<file path="config.mk">
export PLATFORM = sky130hd
export DESIGN_NAME = uart_rx
export DESIGN_NICKNAME = d
export VERILOG_FILES = /design/src/rtl/uart_rx.sv
export SDC_FILE = /design/constraint.sdc
export NUM_CORES = 1
export LEC_CHECK = 0
export ABC_AREA = 1
export BUFFER_PORTS_ARGS = -buffer_cell sky130_fd_sc_hd__buf_2
export CORE_MARGIN = 4
export CORE_UTILIZATION = 61
export CTS_BUF_LIST = sky130_fd_sc_hd__clkbuf_8
export CTS_CLUSTER_SIZE = 28
export DETAILED_ROUTE_END_ITERATION = 12
export PLACE_DENSITY = 0.82
export SYNTH_ARGS = -nofsm -noshare
export SYNTH_HDL_FRONTEND = slang
export SYNTH_SLANG_ARGS = --single-unit
</file>
<file path="constraint.sdc">
create_clock -name i_wb_clk -period 1.9 [get_ports i_wb_clk]
set_input_delay 0.38 -clock i_wb_clk [delete_from_list [all_inputs] [get_ports i_wb_clk]]
set_output_delay 0.38 -clock i_wb_clk [all_outputs]
set_load 0.05 [all_outputs]
</file>
<file path="src/rtl/uart_rx.sv">
`timescale 1ns/1ps
// Purpose: 8N1-style UART receiver with a single-byte holding register, frame-error pulse and sticky overrun flag.
// Latency: 2-cycle input synchronizer; o_rx_valid rises one cycle after the mid-stop-bit sample.
// Backpressure: none on the serial line; an unread byte is overwritten by the next good frame and o_overrun is set.
module uart_rx #(
  parameter int clks_per_bit = 104,
  parameter int BITS         = 8
) (
  input  logic            i_wb_clk,
  input  logic            i_wb_rst,
  input  logic            i_rx,
  input  logic            i_rd,
  output logic [BITS-1:0] o_wb_dat,
  output logic            o_rx_valid,
  output logic            o_frame_err,
  output logic            o_overrun,
  output logic            o_busy
);

  localparam int CW = (clks_per_bit > 1) ? $clog2(clks_per_bit) : 1;
  localparam int IW = (BITS > 1) ? $clog2(BITS) : 1;

  // Terminal counts: half a bit to centre on the start bit, a full bit thereafter.
  localparam logic [CW-1:0] HALF_LAST = CW'(clks_per_bit / 2 - 1);
  localparam logic [CW-1:0] BIT_LAST  = CW'(clks_per_bit - 1);
  localparam logic [IW-1:0] IDX_LAST  = IW'(BITS - 1);

  typedef enum logic [2:0] {
    IDLE  = 3'd0,
    START = 3'd1,
    DATA  = 3'd2,
    STOP  = 3'd3,
    BREAK = 3'd4
  } state_t;

  state_t          state_q, state_d;
  logic [CW-1:0]   cnt_q, cnt_d;
  logic [IW-1:0]   idx_q, idx_d;
  logic [BITS-1:0] shift_q, shift_d;
  logic            rx_meta, rx_s;
  logic            commit;
  logic            ferr_set;

  // Two-flop synchronizer for the asynchronous serial line; idles high.
  always_ff @(posedge i_wb_clk or posedge i_wb_rst) begin
    if (i_wb_rst) begin
      rx_meta <= 1'b1;
      rx_s    <= 1'b1;
    end else begin
      rx_meta <= i_rx;
      rx_s    <= rx_meta;
    end
  end

  // FSM state, bit-period counter, bit index and shift register.
  always_ff @(posedge i_wb_clk or posedge i_wb_rst) begin
    if (i_wb_rst) begin
      state_q <= IDLE;
      cnt_q   <= '0;
      idx_q   <= '0;
      shift_q <= '0;
    end else begin
      state_q <= state_d;
      cnt_q   <= cnt_d;
      idx_q   <= idx_d;
      shift_q <= shift_d;
    end
  end

  // Next-state logic: sample each bit at its centre, commit on a good stop bit.
  always_comb begin
    state_d  = state_q;
    cnt_d    = cnt_q;
    idx_d    = idx_q;
    shift_d  = shift_q;
    commit   = 1'b0;
    ferr_set = 1'b0;
    case (state_q)
      IDLE: begin
        cnt_d = '0;
        idx_d = '0;
        if (!rx_s) state_d = START;
      end
      START: begin
        if (cnt_q == HALF_LAST) begin
          cnt_d   = '0;
          // A line that is high again at mid-start was only a glitch.
          state_d = rx_s ? IDLE : DATA;
        end else begin
          cnt_d = cnt_q + 1'b1;
        end
      end
      DATA: begin
        if (cnt_q == BIT_LAST) begin
          cnt_d          = '0;
          shift_d[idx_q] = rx_s;
          if (idx_q == IDX_LAST) begin
            idx_d   = '0;
            state_d = STOP;
          end else begin
            idx_d = idx_q + 1'b1;
          end
        end else begin
          cnt_d = cnt_q + 1'b1;
        end
      end
      STOP: begin
        if (cnt_q == BIT_LAST) begin
          cnt_d = '0;
          if (rx_s) begin
            commit  = 1'b1;
            state_d = IDLE;
          end else begin
            ferr_set = 1'b1;
            state_d  = BREAK;
          end
        end else begin
          cnt_d = cnt_q + 1'b1;
        end
      end
      BREAK: begin
        // Wait out a held-low line so it cannot produce further errors.
        cnt_d = '0;
        idx_d = '0;
        if (rx_s) state_d = IDLE;
      end
      default: begin
        state_d = IDLE;
        cnt_d   = '0;
        idx_d   = '0;
      end
    endcase
  end

  // Holding register and status flags; a commit takes priority over a read in the same cycle.
  always_ff @(posedge i_wb_clk or posedge i_wb_rst) begin
    if (i_wb_rst) begin
      o_wb_dat    <= '0;
      o_rx_valid  <= 1'b0;
      o_overrun   <= 1'b0;
      o_frame_err <= 1'b0;
    end else begin
      o_frame_err <= ferr_set;
      if (i_rd && o_rx_valid) begin
        o_rx_valid <= 1'b0;
        o_overrun  <= 1'b0;
      end
      if (commit) begin
        o_wb_dat   <= shift_q;
        o_rx_valid <= 1'b1;
        if (o_rx_valid && !i_rd) o_overrun <= 1'b1;
      end
    end
  end

  assign o_busy = (state_q != IDLE);

endmodule

</file>
==> impl_metrics.py <==
metrics = {
    "die": {
        "start_util_pct": 66.0,
        "dieArea_um2": 3690,
        "die_x_um": 60.7,
        "num_io_pins": 16,
        "die_h_um": 60.7,
        "core_um2": 2570,
        "row_count": 18,
    },
    "sta": {
        "max_freq_mhz": 602,
        "setup_viol": 0,
        "setup_slack_ns": 0.240,
        "slew_headroom_pct": 72.9,
        "rsz0062_at_grt": "no",
        "drv_slew": 0,
        "fin_crit_sh_pct": 87.4,
        "worst_pin_slew_ns": 0.407,
        "fin_skew_ns": 0.00706,
        "finalSetupTns_ns": 0,
        "period_minus_slack_ns": 1.66,
        "hold_violations": 0,
    },
    "cts": {
        "ctsResizeCount": 0,
        "clkTransAtPathRegs_ns": 0.07,
        "tritoncts": "done",
        "clock_path_buffers": 2,
        "postCtsHoldBufs": 0,
        "post-cts-setup-buffer-count": 0,
        "clk_latency_ns": 0.28,
        "cts_sinks": 34,
        "cts_buffers": 5,
        "clockRootBuffer": "clkbuf_8",
        "htreeDepth": 2,
    },
    "layout": {
        "final_layout_size_suffix_gt1_share_pct": 21.2,
        "fill_cells": 199,
        "syn_to_final_growth_pct": 12.3,
        "seq_area_um2": 853,
        "antenna_cells": 0,
        "final_nets": 228,
        "multiInputGateArea_um2": 718,
    },
    "critical_path": {
        "r2r_end": "state_q[1]",
        "reg2reg_from": "idx_q[0]",
        "critical_path_class": "flop to output pin",
        "cp_data_arrival_time_ns": 1.28,
        "crit_end": "o_busy",
        "ff2ff_path_depth": 9,
        "rrSetupSlack_ns": 0.39,
        "cp_data_required_time_ns": 1.52,
        "start_kind": "flop",
        "endpoint_kind": "output pin",
        "worstPathMaxFanout": 7,
        "crit_start": "state_q[1]",
    },
    "power": {
        "p_leak_nw": 1.09,
        "vdd_drop_max_uv": 668,
        "cellPowerDensity_nw_per_um2": 747,
    },
    "synthesis": {
        "synth_top_area_share_pct": 47.2,
        "synth_warnings": 0,
        "netlist_area_um2": 1700,
        "seq_area_frac_synth_pct": 50.3,
        "syn_nets": 207,
        "synth_area_leaders": "dfrtp_1 47%, nand2_1 14%, nand3_1 5.0%, nand4_1 4.8%, inv_1 4.2%",
        "ys_types": 25,
        "synth_top_area_cell": "dfrtp_1",
        "avgSynthCellArea_um2": 8.48,
        "synth-seq-cells": 34,
        "synthCells": 200,
    },
    "global_routing": {
        "grt_max_degree": 35,
        "grt_pass1_wl_um": 5260,
        "grt_pass1_vias": 1249,
        "grt_overflow": 0,
        "antenna_found_initial": 0,
        "grt_usage_pct": 19.6,
    },
    "drt": {
        "avgRoutedWirePerCell_um": 11.9,
        "drt-initial-drc-count": 74,
        "drt-pass1-iter-count": 4,
        "vias": 1358,
        "drc": 0,
        "drtAntennaViolNets": 0,
        "viasPerCell": 5.39,
        "routed_wl_um": 2990,
    },
    "run_status": {
        "status": "finished, final reports clean",
    },
    "placed_design": {
        "place.gp.congestion": 0.938,
        "port_buffers": 15,
        "pre_cts_ws_ns": 0.430,
        "dp_hpwl_um": 2240,
    },
    "hold_path": {
        "hold_class": "input pin to async pin",
    },
    "job": {
        "drv_cap": 0,
    },
}
==> power by group <==
part           switching (W)   total, W  leakage, nW  internal [W]
combinational      0.0000279  0.0000361        0.589    0.00000825
clock               0.000262   0.000652       0.0504      0.000390
sequential        0.00000429   0.000734        0.453      0.000729
==> synthesized netlist by cell type <==
| cell type | instances |
|---|---|
| nor2_2 | 3 |
| a31oi_1 | 1 |
| dfrtp_1 | 32 |
| nor2_8 | 1 |
| nand3_1 | 17 |
| nand2_4 | 3 |
| buf_2 | 1 |
| dfstp_2 | 2 |
| xor2_1 | 3 |
| inv_1 | 19 |
| buf_8 | 1 |
| nand4_1 | 13 |
| ha_1 | 3 |
| o21ai_1 | 2 |
| nor2_4 | 1 |
| nor3_1 | 1 |
| nor2_1 | 17 |
| nor3_4 | 1 |
| clkbuf_8 | 1 |
| o21ai_0 | 3 |
| clkinv_1 | 1 |
| nor3_2 | 2 |
| nand2_2 | 5 |
| nand2_1 | 63 |
| inv_2 | 4 |
==> worst min-delay path by stage <==
stage                  start        end  slack (ns)  cells after the start
floorplan            rx_meta       rx_s        0.35                      0
global placement     rx_meta       rx_s        0.35                      0
detailed placement   rx_meta       rx_s        0.35                      0
CTS                 i_wb_rst  async pin        0.18                      3
global route            i_rx    rx_meta        0.17                      1
finish              i_wb_rst   cnt_q[3]        0.17                      3
==> worst max-delay path, cell delays in order, from the launching register on <==
cell     delay [ns]
dfrtp_1        0.55
nor2_1         0.12
nand2_1        0.08
buf_2          0.25
==> registers in the layout (all words and copies together) (netlist names), named ones only <==
signal,count
o_wb_dat,8
rx_meta,1
o_frame_err,1
rx_s,1
shift_q,8
cnt_q,7
idx_q,3
state_q,3
o_rx_valid,1
==> area by class of cell <==
| class | count | area share [%] |
|---|---|---|
| Inverter | 24 | 4.73 |
| Clock inverter | 3 | 2.37 |
| Multi-Input combinational cell | 139 | 37.7 |
| Sequential cell | 34 | 44.8 |
| Tap cell | 30 | 1.97 |
| Timing Repair Buffer | 17 | 4.73 |
| Clock buffer | 5 | 3.62 |
==> kinds of logic after synthesis <==
| group | count (synthesis) | share of synthesized area, % |
|---|---|---|
| AND/OR/NAND/NOR | 127 | 36.8 |
| flip-flops | 34 | 50.3 |
| buffers and inverters | 27 | 7.31 |
| AO/OA/AOI/OAI | 6 | 1.85 |
| XOR/XNOR | 3 | 1.55 |
| adder cells (fa/ha/maj) | 3 | 2.21 |
==> stage by stage <==
step                      instances  utilization [%]  instance area, um^2  hold WS, ns  total power, W
final                           252             74.1                 1900        0.171         0.00142
after global routing            252             74.1                 1900        0.171         0.00148
after CTS                       252             74.1                 1900        0.178         0.00144
after detailed placement        244             69.7                 1790        0.349        0.000785
after global placement          244             69.7                 1790        0.346        0.000784
after floorplan                 200                -                 1700        0.345        0.000771
==> layout by cell type (no fill, tap or decap), drive strengths merged <==
| cell type | Yosys | final |
|---|---|---|
| buf | 2 | 17 |
| ha | 3 | 3 |
| clkinv | 1 | 1 |
| bufinv | 0 | 1 |
| inv | 23 | 23 |
| a31oi | 1 | 1 |
| nor3 | 4 | 4 |
| clkbuf | 1 | 5 |
| nor2 | 22 | 22 |
| nand3 | 17 | 17 |
| nand2 | 71 | 71 |
| xor2 | 3 | 3 |
| o21ai | 5 | 5 |
| dfstp | 2 | 2 |
| nand4 | 13 | 13 |
| clkinvlp | 0 | 2 |
| dfrtp | 32 | 32 |
==> routing by layer <==
metal	GRT usage (%)	share of wire, %	up-vias
met3	7.66	5.9	5
met5	0	0	-
li1	-	-	675
met4	6.81	1.4	0
met1	24.8	47	631
met2	30.7	45	47
(Power assumes the default switching activity.)
